[src/rtl/seg_pkg.sv]
// Shared constants for the 7-segment scan controller: FSM state codes,
// the active-low hex glyph table and the decode helper.
package seg_pkg;

    localparam logic [1:0] ST_IDLE  = 2'd0;
    localparam logic [1:0] ST_BLANK = 2'd1;
    localparam logic [1:0] ST_SHOW  = 2'd2;

    localparam logic [6:0] DARK_SEG = 7'h7F;

    // Active-low {g,f,e,d,c,b,a} glyphs, entry 15 (F) first down to entry 0
    localparam logic [15:0][6:0] SEG_TABLE = {
        7'h0E, 7'h06, 7'h21, 7'h46, 7'h03, 7'h08, 7'h10, 7'h00,
        7'h78, 7'h02, 7'h12, 7'h19, 7'h30, 7'h24, 7'h79, 7'h40
    };

    function automatic logic [6:0] seg_decode(input logic [3:0] nibble);
        return SEG_TABLE[nibble];
    endfunction

endpackage

[src/rtl/seg7_decoder.sv]
// Combinational hex-to-7-segment decoder with forced blanking and
// selectable output polarity.
module seg7_decoder
    import seg_pkg::*;
#(
    parameter int SEG_ACTIVE_LOW = 1
) (
    input  logic [3:0] nibble_i,
    input  logic       blank_i,
    output logic [6:0] seg_o
);

    logic [6:0] activeLow;

    assign activeLow = blank_i ? DARK_SEG : seg_decode(nibble_i);
    assign seg_o     = (SEG_ACTIVE_LOW != 0) ? activeLow : ~activeLow;

endmodule

[src/rtl/seg_scan_ctrl.sv]
// Multiplexed 7-segment scan controller: per-digit dwell with leading dead
// time, frame-synchronous input latching and leading-zero suppression.
module seg_scan_ctrl
    import seg_pkg::*;
#(
    parameter int NUM_DIGITS     = 8,
    parameter int CLK_FREQ_HZ    = 50_000_000,
    parameter int SCAN_HZ        = 1000,
    parameter int BLANK_CYCLES   = 16,
    parameter int SEG_ACTIVE_LOW = 1,
    parameter int SEL_ACTIVE_LOW = 0
) (
    input  logic                    clk_i,
    input  logic                    rst_i,
    input  logic                    en_i,
    input  logic [4*NUM_DIGITS-1:0] disp_data_i,
    input  logic [NUM_DIGITS-1:0]   dp_in_i,
    input  logic [NUM_DIGITS-1:0]   blank_mask_i,
    input  logic                    lz_suppress_i,
    output logic [NUM_DIGITS-1:0]   sel_o,
    output logic [6:0]              seg_o,
    output logic                    dp_o,
    output logic                    frame_done_o
);

    localparam int DIGIT_CYCLES = CLK_FREQ_HZ / SCAN_HZ;
    localparam int CNT_W = ($clog2(DIGIT_CYCLES) > 0) ? $clog2(DIGIT_CYCLES) : 1;
    localparam int IDX_W = ($clog2(NUM_DIGITS) > 0) ? $clog2(NUM_DIGITS) : 1;

    localparam logic [CNT_W-1:0] CNT_LAST   = CNT_W'(DIGIT_CYCLES - 1);
    localparam logic [CNT_W-1:0] BLANK_LAST = CNT_W'(BLANK_CYCLES - 1);
    localparam logic [IDX_W-1:0] IDX_LAST   = IDX_W'(NUM_DIGITS - 1);

    localparam logic [NUM_DIGITS-1:0] SEL_OFF = (SEL_ACTIVE_LOW != 0) ? '1 : '0;
    localparam logic [6:0]            SEG_OFF = (SEG_ACTIVE_LOW != 0) ? DARK_SEG : 7'h00;
    localparam logic                  DP_OFF  = (SEG_ACTIVE_LOW != 0);

    logic [1:0]              state_q, state_d;
    logic [CNT_W-1:0]        cnt_q, cnt_d;
    logic [IDX_W-1:0]        idx_q, idx_d;
    logic                    latch;
    logic                    frameEnd;

    logic [4*NUM_DIGITS-1:0] dispData_q;
    logic [NUM_DIGITS-1:0]   dpLatch_q;
    logic [NUM_DIGITS-1:0]   blankMask_q;
    logic [NUM_DIGITS-1:0]   lzBlank_q, lzBlank_d;
    logic                    allZero;

    logic [3:0]              nibble;
    logic                    digitDark;
    logic                    digitDp;
    logic [NUM_DIGITS-1:0]   selOneHot;
    logic                    showNext;

    logic [NUM_DIGITS-1:0]   selOut_q, selOut_d;
    logic [6:0]              segOut_q, segOut_d;
    logic                    dpOut_q, dpOut_d;
    logic                    frameDone_q;

    // Dropping en always wins, including over a frame end on the same cycle
    always_comb begin
        state_d  = state_q;
        cnt_d    = cnt_q;
        idx_d    = idx_q;
        latch    = 1'b0;
        frameEnd = 1'b0;
        if (!en_i) begin
            state_d = ST_IDLE;
            cnt_d   = '0;
            idx_d   = '0;
        end else begin
            case (state_q)
                ST_IDLE: begin
                    state_d = ST_BLANK;
                    cnt_d   = '0;
                    idx_d   = '0;
                    latch   = 1'b1;
                end
                ST_BLANK: begin
                    cnt_d = cnt_q + CNT_W'(1);
                    if (cnt_q == BLANK_LAST) begin
                        state_d = ST_SHOW;
                    end
                end
                ST_SHOW: begin
                    if (cnt_q == CNT_LAST) begin
                        cnt_d   = '0;
                        state_d = ST_BLANK;
                        if (idx_q == IDX_LAST) begin
                            idx_d    = '0;
                            frameEnd = 1'b1;
                            latch    = 1'b1;
                        end else begin
                            idx_d = idx_q + IDX_W'(1);
                        end
                    end else begin
                        cnt_d = cnt_q + CNT_W'(1);
                    end
                end
                default: begin
                    state_d = ST_IDLE;
                    cnt_d   = '0;
                    idx_d   = '0;
                end
            endcase
        end
    end

    // A digit is LZ-dark only if it and every more-significant nibble are zero
    always_comb begin
        lzBlank_d = '0;
        allZero   = 1'b1;
        for (int i = NUM_DIGITS - 1; i >= 0; i--) begin
            allZero      = allZero && (disp_data_i[4*i +: 4] == 4'h0);
            lzBlank_d[i] = lz_suppress_i && (i > 0) && allZero;
        end
    end

    always_comb begin
        nibble    = 4'h0;
        digitDark = 1'b0;
        digitDp   = 1'b0;
        selOneHot = '0;
        for (int i = 0; i < NUM_DIGITS; i++) begin
            if (idx_d == IDX_W'(i)) begin
                nibble       = dispData_q[4*i +: 4];
                digitDark    = blankMask_q[i] | lzBlank_q[i];
                digitDp      = dpLatch_q[i];
                selOneHot[i] = 1'b1;
            end
        end
    end

    // Outputs are precomputed from next-state so they change on the same edge
    assign showNext = (state_d == ST_SHOW);
    assign selOut_d = showNext ? ((SEL_ACTIVE_LOW != 0) ? ~selOneHot : selOneHot) : SEL_OFF;
    assign dpOut_d  = DP_OFF ? ~(showNext && digitDp) : (showNext && digitDp);

    seg7_decoder #(
        .SEG_ACTIVE_LOW(SEG_ACTIVE_LOW)
    ) u_decoder (
        .nibble_i(nibble),
        .blank_i (!showNext || digitDark),
        .seg_o   (segOut_d)
    );

    always_ff @(posedge clk_i) begin
        if (rst_i) begin
            state_q     <= ST_IDLE;
            cnt_q       <= '0;
            idx_q       <= '0;
            dispData_q  <= '0;
            dpLatch_q   <= '0;
            blankMask_q <= '0;
            lzBlank_q   <= '0;
            selOut_q    <= SEL_OFF;
            segOut_q    <= SEG_OFF;
            dpOut_q     <= DP_OFF;
            frameDone_q <= 1'b0;
        end else begin
            state_q     <= state_d;
            cnt_q       <= cnt_d;
            idx_q       <= idx_d;
            selOut_q    <= selOut_d;
            segOut_q    <= segOut_d;
            dpOut_q     <= dpOut_d;
            frameDone_q <= frameEnd;
            if (latch) begin
                dispData_q  <= disp_data_i;
                dpLatch_q   <= dp_in_i;
                blankMask_q <= blank_mask_i;
                lzBlank_q   <= lzBlank_d;
            end
        end
    end

    assign sel_o        = selOut_q;
    assign seg_o        = segOut_q;
    assign dp_o         = dpOut_q;
    assign frame_done_o = frameDone_q;

endmodule
[config.mk]
export PLATFORM = sky130hd
export DESIGN_NAME = seg_scan_ctrl
export DESIGN_NICKNAME = d
export VERILOG_FILES = /design/src/rtl/seg_pkg.sv /design/src/rtl/seg7_decoder.sv /design/src/rtl/seg_scan_ctrl.sv
export SDC_FILE = /design/constraint.sdc
export NUM_CORES = 1
export LEC_CHECK = 0
export BUFFER_PORTS_ARGS = -buffer_cell sky130_fd_sc_hd__buf_2
export CORE_MARGIN = 4
export CORE_UTILIZATION = 35
export DETAILED_ROUTE_END_ITERATION = 6
export GPL_ROUTABILITY_DRIVEN = 1
export RECOVER_POWER = 25
export SLEW_MARGIN = 20
export SYNTH_ARGS = -nofsm -noshare
export SYNTH_HDL_FRONTEND = slang
export SYNTH_SLANG_ARGS = --single-unit
[constraint.sdc]
create_clock -name clk_i -period 3.7 [get_ports clk_i]
set_input_delay 0.37 -clock clk_i [delete_from_list [all_inputs] [get_ports clk_i]]
set_output_delay 0.37 -clock clk_i [all_outputs]
set_load 0.01 [all_outputs]
* Word level (Yosys, flattened, before mapping)
Memories as Yosys holds them, arrays and structs flattened. A register that Yosys moved wholly into a read port is not among the register bits. Index checks and enable logic that the tools add are counted.
Word-level totals: memories 1, memory bits (read-only) 112, input port bits 52, output and inout bits 17, flip-flop bits (word level) 86, word-level logic and storage cells 112
Memory list:
- (no name shown) | depth 16, width 7, read ports 1, clocked after Yosys merged registers in 1, write ports 0, line seg_pkg.sv:18 | return SEG_TABLE[nibble];
Operators by class: equality and inequality tests 13, reduce and logical (&&, ||, !) cells 29, bitwise operators 11, multiplexer cells 46, $add $sub $neg 2
Operator list (number):
- $mux W4 | 8
- $pmux W16 S2 | 1
- $logic_not A4 Y1 | 7
- $mux W1 | 27
- $add A16 B1 Y16 const B | 1
- $eq A16 B16 Y1 const B | 1
- $eq A16 B4 Y1 const B | 1
- $mux W16 | 1
- $eq A3 B3 Y1 const B | 5
- $logic_and A1 B1 Y1 | 14
- $mux W3 | 3
- $or A1 B1 Y1 | 7
- $eq A3 B2 Y1 const B | 2
- $mux W2 | 3
- $pmux W2 S3 | 1
- $pmux W3 S2 | 1
- $reduce_or A2 Y1 | 3
- $eq A2 B2 Y1 const B | 2
- $not A1 Y1 | 4
- $add A3 B1 Y3 const B | 1
- $eq A3 B1 Y1 const B | 1
- $logic_not A3 Y1 | 1
- $reduce_or A3 Y1 | 1
- $eq A2 B1 Y1 const B | 1
- 4 further kinds | 4

* Depth between registers and ports, before layout
depth after elaboration 16, mapped depth 18

* Cells and area by module
A second synthesis with hierarchy kept.
Unflattened totals: cell total of the unflattened synthesis 542, area, all modules 4390.5 um^2
By module, submodules not included:
- seg_scan_ctrl | area an instance 4095.2 um^2, instances 1, cells an instance 507
- seg7_decoder | area an instance 295.3 um^2, instances 1, cells an instance 35

* Worst setup path after synthesis
OpenSTA, ideal clock, no wires.
path type flip-flop to flip-flop, start reg cnt_q[0], end reg segOut_q[3], in the netlist seg_o[3], stages on the path, launching flop included 14, buffers on the path 1, clock period less this slack 3.376 ns, library setup time 0.133 ns, required time 3.567 ns, setup slack 0.324 ns, data arrival time 3.243 ns, path through dfxtp_1 -> ha_1 -> and4_1 -> clkbuf_1 -> nand4_4 -> o2111a_1 -> and3_1 -> a22o_1 -> o32ai_1 -> inv_1 -> ha_1 -> mux2_4 -> mux2i_1 -> nand2_1
Between the ends: longest elaborated chain between the ends 15
RTL lines:
- start: declaration | line seg_scan_ctrl.sv:39 | logic [CNT_W-1:0] cnt_q, cnt_d;
- start signal: assignment | line seg_scan_ctrl.sv:163 | cnt_q <= cnt_d;
- $eq A16 B16 Y1 | line seg_scan_ctrl.sv:87 | if (cnt_q == CNT_LAST) begin
- $mux W3 | line seg_scan_ctrl.sv:87
- $pmux W3 S2 | line seg_scan_ctrl.sv:73 | case (state_q)
- $mux W3 | line seg_scan_ctrl.sv:68 | if (!en_i) begin
- $logic_not A3 Y1 | line seg_scan_ctrl.sv:126 | if (idx_d == IDX_W'(i)) begin
- $mux W1 (8 in a row) | line seg_scan_ctrl.sv:126
- $logic_or A1 B1 Y1 | line seg_scan_ctrl.sv:144 | .blank_i (!showNext || digitDark),
- $reduce_or A2 Y1 (no source line)
- end: declaration | line seg_scan_ctrl.sv:57 | logic [6:0] segOut_q, segOut_d;
Several ways; a longest one is shown, not always the timed one. A chain may end at the register's enable or synchronous reset.

* Final worst setup path
start reg cnt_q[0], end reg segOut_q[6], in the netlist seg_o[6]
The elaborated chain is that of the path after synthesis.

==> metrics.md <==
| Metric | Value |
|---|---|
| Run status | complete, no violations |
| Worst stage delay on the critical path | 590 ps |
| Hold endpoint | blankMask_q[5]$_SDFFE_PP0P_ |
| Worst r2r dst | seg_o[6]$_SDFF_PP1_ |
| Clock skew | 9.12 ps |
| DRT antenna net count | 0 |
| Vias in the first global route | 3940 |
| Total power per unit cell area | 415 nW/um^2 |
| Non-Filler Instances | 791 |
| Post-Route WL | 12400 um |
| Cts hold-fix bufs | 0 |
| Synth Register Bits | 93 |
| Overall Power | 0.00219 W |
| Dominant synthesized flop cell | dfxtp_1 |
| Core area | 12200 um^2 |
| Die width | 120 um |
| Minimum period implied by the final worst setup slack | 3400 ps |
| FF-to-FF path depth | 11 |
| Total die area | 14500 um^2 |
| Syn Area/Cell | 7.96 um^2 |
| CP endpoint kind | flop |
| Commonest non-fill, non-tap cells in the layout | nand2_1 (139), dfxtp_1 (93), a21oi_1 (65), buf_2 (51), nor2_1 (39) |
| Synth warn | 0 |
| Placed insts | 775 |
| Kind of critical path | reg -> reg |
| Final cycle utilization of the critical path | 91.8% |
| Die H | 120 um |
| Site Rows | 40 |
| Antenna cells | 0 |
| Root Buffer | clkbuf_16 |
| TritonCTS Sinks | 93 |
| Global-route usage over all layers | 17.5% |
| Delay-heaviest family, CP | compound AO/OA/AOI/OAI gates |
| Initial antenna violation count | 0 |
| Maxcap violations | 0 |
| GP Congestion | 0.893 |
| Slowest CP cell | o2bb2ai_1 |
| Buf+Inv Stages, Crit Path | 1 |
| End-of-flow core utilization | 43.3% |
| # DRC | 0 |
| Min-delay src | blank_mask_i[5] |
| CP Data Required Time | 3880 ps |
| Pins Over Slew Limit | 0 |
| CP arrival | 3580 ps |
| Worst-path clk slew | 70 ps |
| Commonest non-fill, non-tap cell in the layout | nand2_1 |
| DR vias | 4103 |
| Sequential area share after synthesis | 42.1% |
| Gate Count Post-Synth | 555 |
| CTS tree | built |
| Share of layout cells above drive strength 1 | 15.7% |
| 1st-pass router iterations | 4 |
| Mapped Nets | 620 |
| GRT overflow | 0 |
| Largest net degree at the start of global routing | 62 |
| Clock latency at the later pin of the worst-skew pair | 350 ps |
| Resized cells post-CTS | 0 |
| Global-route wire length before repair | 20100 um |
| Reg2reg setup slack | 300 ps |
| DR iter-0 viols | 338 |
| Number of flops mapped to enable cells by yosys | 0 |
| Leak | 2.01 nW |
| IO Pins | 69 |
| Fillers | 1273 |
| Final Setup Violations | 0 |
| Hold depth | 3 |
| WL per Instance | 15.7 um |
| Clock buffer depth | 2 |
| Fmax | 294 MHz |
| Synthesized area | 4420 um^2 |
| Setup Fix Bufs, Post-CTS | 0 |
| Ys async rst share | 0% |
| Crit path cell chain | ha_1 > and4_1 > nand4_4 > o211ai_1 > buf_4 > nand3_1 > nor3_1 > a311o_1 > a31oi_1 > o2bb2ai_1 > o221ai_1 |
| Area growth syn-to-layout | 19.2% |
| Total negative slack | 0 ps |
| DPL Wire Length | 9290 um |
| Yosys cell types | 62 |
| Slew HR | 35.6% |
| VDD IR-drop max | 199 uV |
| Mean number of vias per cell | 5.19 |
| Min Hold Slack | 253 ps |
| Crit-path max FO | 12 |
| RSZ-0062 raised after global routing | false |
| Layout net count | 683 |
| Startpoint Class | flop |
| R2r startpoint | cnt_q[0]$_SDFF_PP0_ |
| Final-report hold violation count | 0 |
| Starting density of the core | 36.3% |
| Worst-Margin Slew | 966 ps |
| Buffers on Ports | 68 |
| Cts bufs inserted | 9 |
| Worst Hold Class | in -> reg |
| H-tree depth | 3 |
==> cell usage after synthesis, types with 2 or more instances <==
master / instances / area share, %
nand2_1: 139 / 12
a21o_1: 2 / 0.34
a31oi_1: 3 / 0.42
nand4_1: 6 / 0.85
dfxtp_1: 93 / 42
o2bb2ai_1: 3 / 0.59
or3_1: 3 / 0.42
inv_1: 11 / 0.93
a211o_1: 2 / 0.40
nor3_1: 18 / 2.0
o211ai_1: 5 / 0.85
and2_1: 5 / 0.71
o32ai_1: 2 / 0.40
o211a_1: 3 / 0.68
mux2i_1: 5 / 1.1
buf_2: 5 / 0.57
nor2_1: 39 / 3.3
a41o_1: 3 / 0.68
o31ai_1: 2 / 0.34
a211oi_1: 4 / 0.68
o21bai_1: 3 / 0.51
a21oi_1: 65 / 7.4
nand3_1: 16 / 1.8
a22o_1: 3 / 0.59
o221ai_1: 3 / 0.59
and3_1: 10 / 1.4
and4_1: 3 / 0.59
o21ai_0: 12 / 1.4
ha_1: 13 / 3.7
clkbuf_1: 24 / 2.0
xnor2_1: 6 / 1.2
xor2_1: 7 / 1.4
a311o_1: 2 / 0.45
nor4_1: 6 / 0.85
a2bb2oi_1: 2 / 0.40
==> worst max-delay path by stage <==
stage / startpoint / endpoint / slack, ps / cells past startpoint
after global placement: state_q[0]$_SDFF_PP0_ / seg_o[3]$_SDFF_PP1_ / 310 / 14
after global routing: cnt_q[0]$_SDFF_PP0_ / seg_o[3]$_SDFF_PP1_ / 20 / 13
after detailed placement: cnt_q[0]$_SDFF_PP0_ / seg_o[3]$_SDFF_PP1_ / 220 / 12
final: cnt_q[0]$_SDFF_PP0_ / seg_o[6]$_SDFF_PP1_ / 300 / 11
after CTS: cnt_q[0]$_SDFF_PP0_ / seg_o[3]$_SDFF_PP1_ / 200 / 12
after floorplan: cnt_q[0]$_SDFF_PP0_ / seg_o[3]$_SDFF_PP1_ / 320 / 13
==> metal layers <==
layer	vias up	global-route usage, %	routed length (um)
met4	0	6.66	198
li1	2066	-	-
met2	93	28.4	5930
met5	-	0	0
met1	1933	23.1	5760
met3	11	3.13	517
==> power breakdown <==
part           internal (W)  switching [W]
clock network      0.000578       0.000380
registers           0.00103      0.0000228
logic             0.0000697       0.000103
total               0.00168       0.000506
==> through the flow <==
stage | instance area, um^2 | setup slack, ps
after detailed placement | 4960 | 220
final | 5270 | 303
after CTS | 5280 | 202
after global routing | 5270 | 22.4
after global placement | 4960 | 308
after floorplan | 4420 | 324
==> sequential cells by signal, indices dropped and copies added, names as in the netlist <==
| signal | flops |
|---|---|
| state_q | 2 |
| idx_q | 3 |
| dispData_q | 32 |
| frame_done_o | 1 |
| blankMask_q | 8 |
| dpLatch_q | 8 |
| seg_o | 7 |
| dp_o | 1 |
| cnt_q | 16 |
| sel_o | 8 |
| lzBlank_q | 7 |
==> worst min-delay path, stage by stage <==
cell and delay, ps:
buf_2 100, nand2_1 40, a21oi_1 50
==> layout make-up <==
cell class | count | area, um^2 | share of cell area (%)
Sequential cell | 93 | 1860 | 35.3
Inverter | 11 | 41.3 | 0.784
Multi-Input combinational cell | 420 | 2410 | 45.8
Timing Repair Buffer | 83 | 428 | 8.12
Clock buffer | 13 | 270 | 5.13
Tap cell | 168 | 210 | 3.99
Clock inverter | 3 | 42.5 | 0.808
==> logic make-up after synthesis <==
| family | share of synthesized area [%] |
|---|---|
| AOI/OAI and AO/OA | 19.3 |
| xor gates and xnor gates | 2.58 |
| adders and majority gates | 3.68 |
| buffers and inverters | 3.88 |
| DFF | 42.1 |
| muxes | 1.73 |
| and+or+nand+nor | 26.7 |
Power figures use the tool's default switching activity.
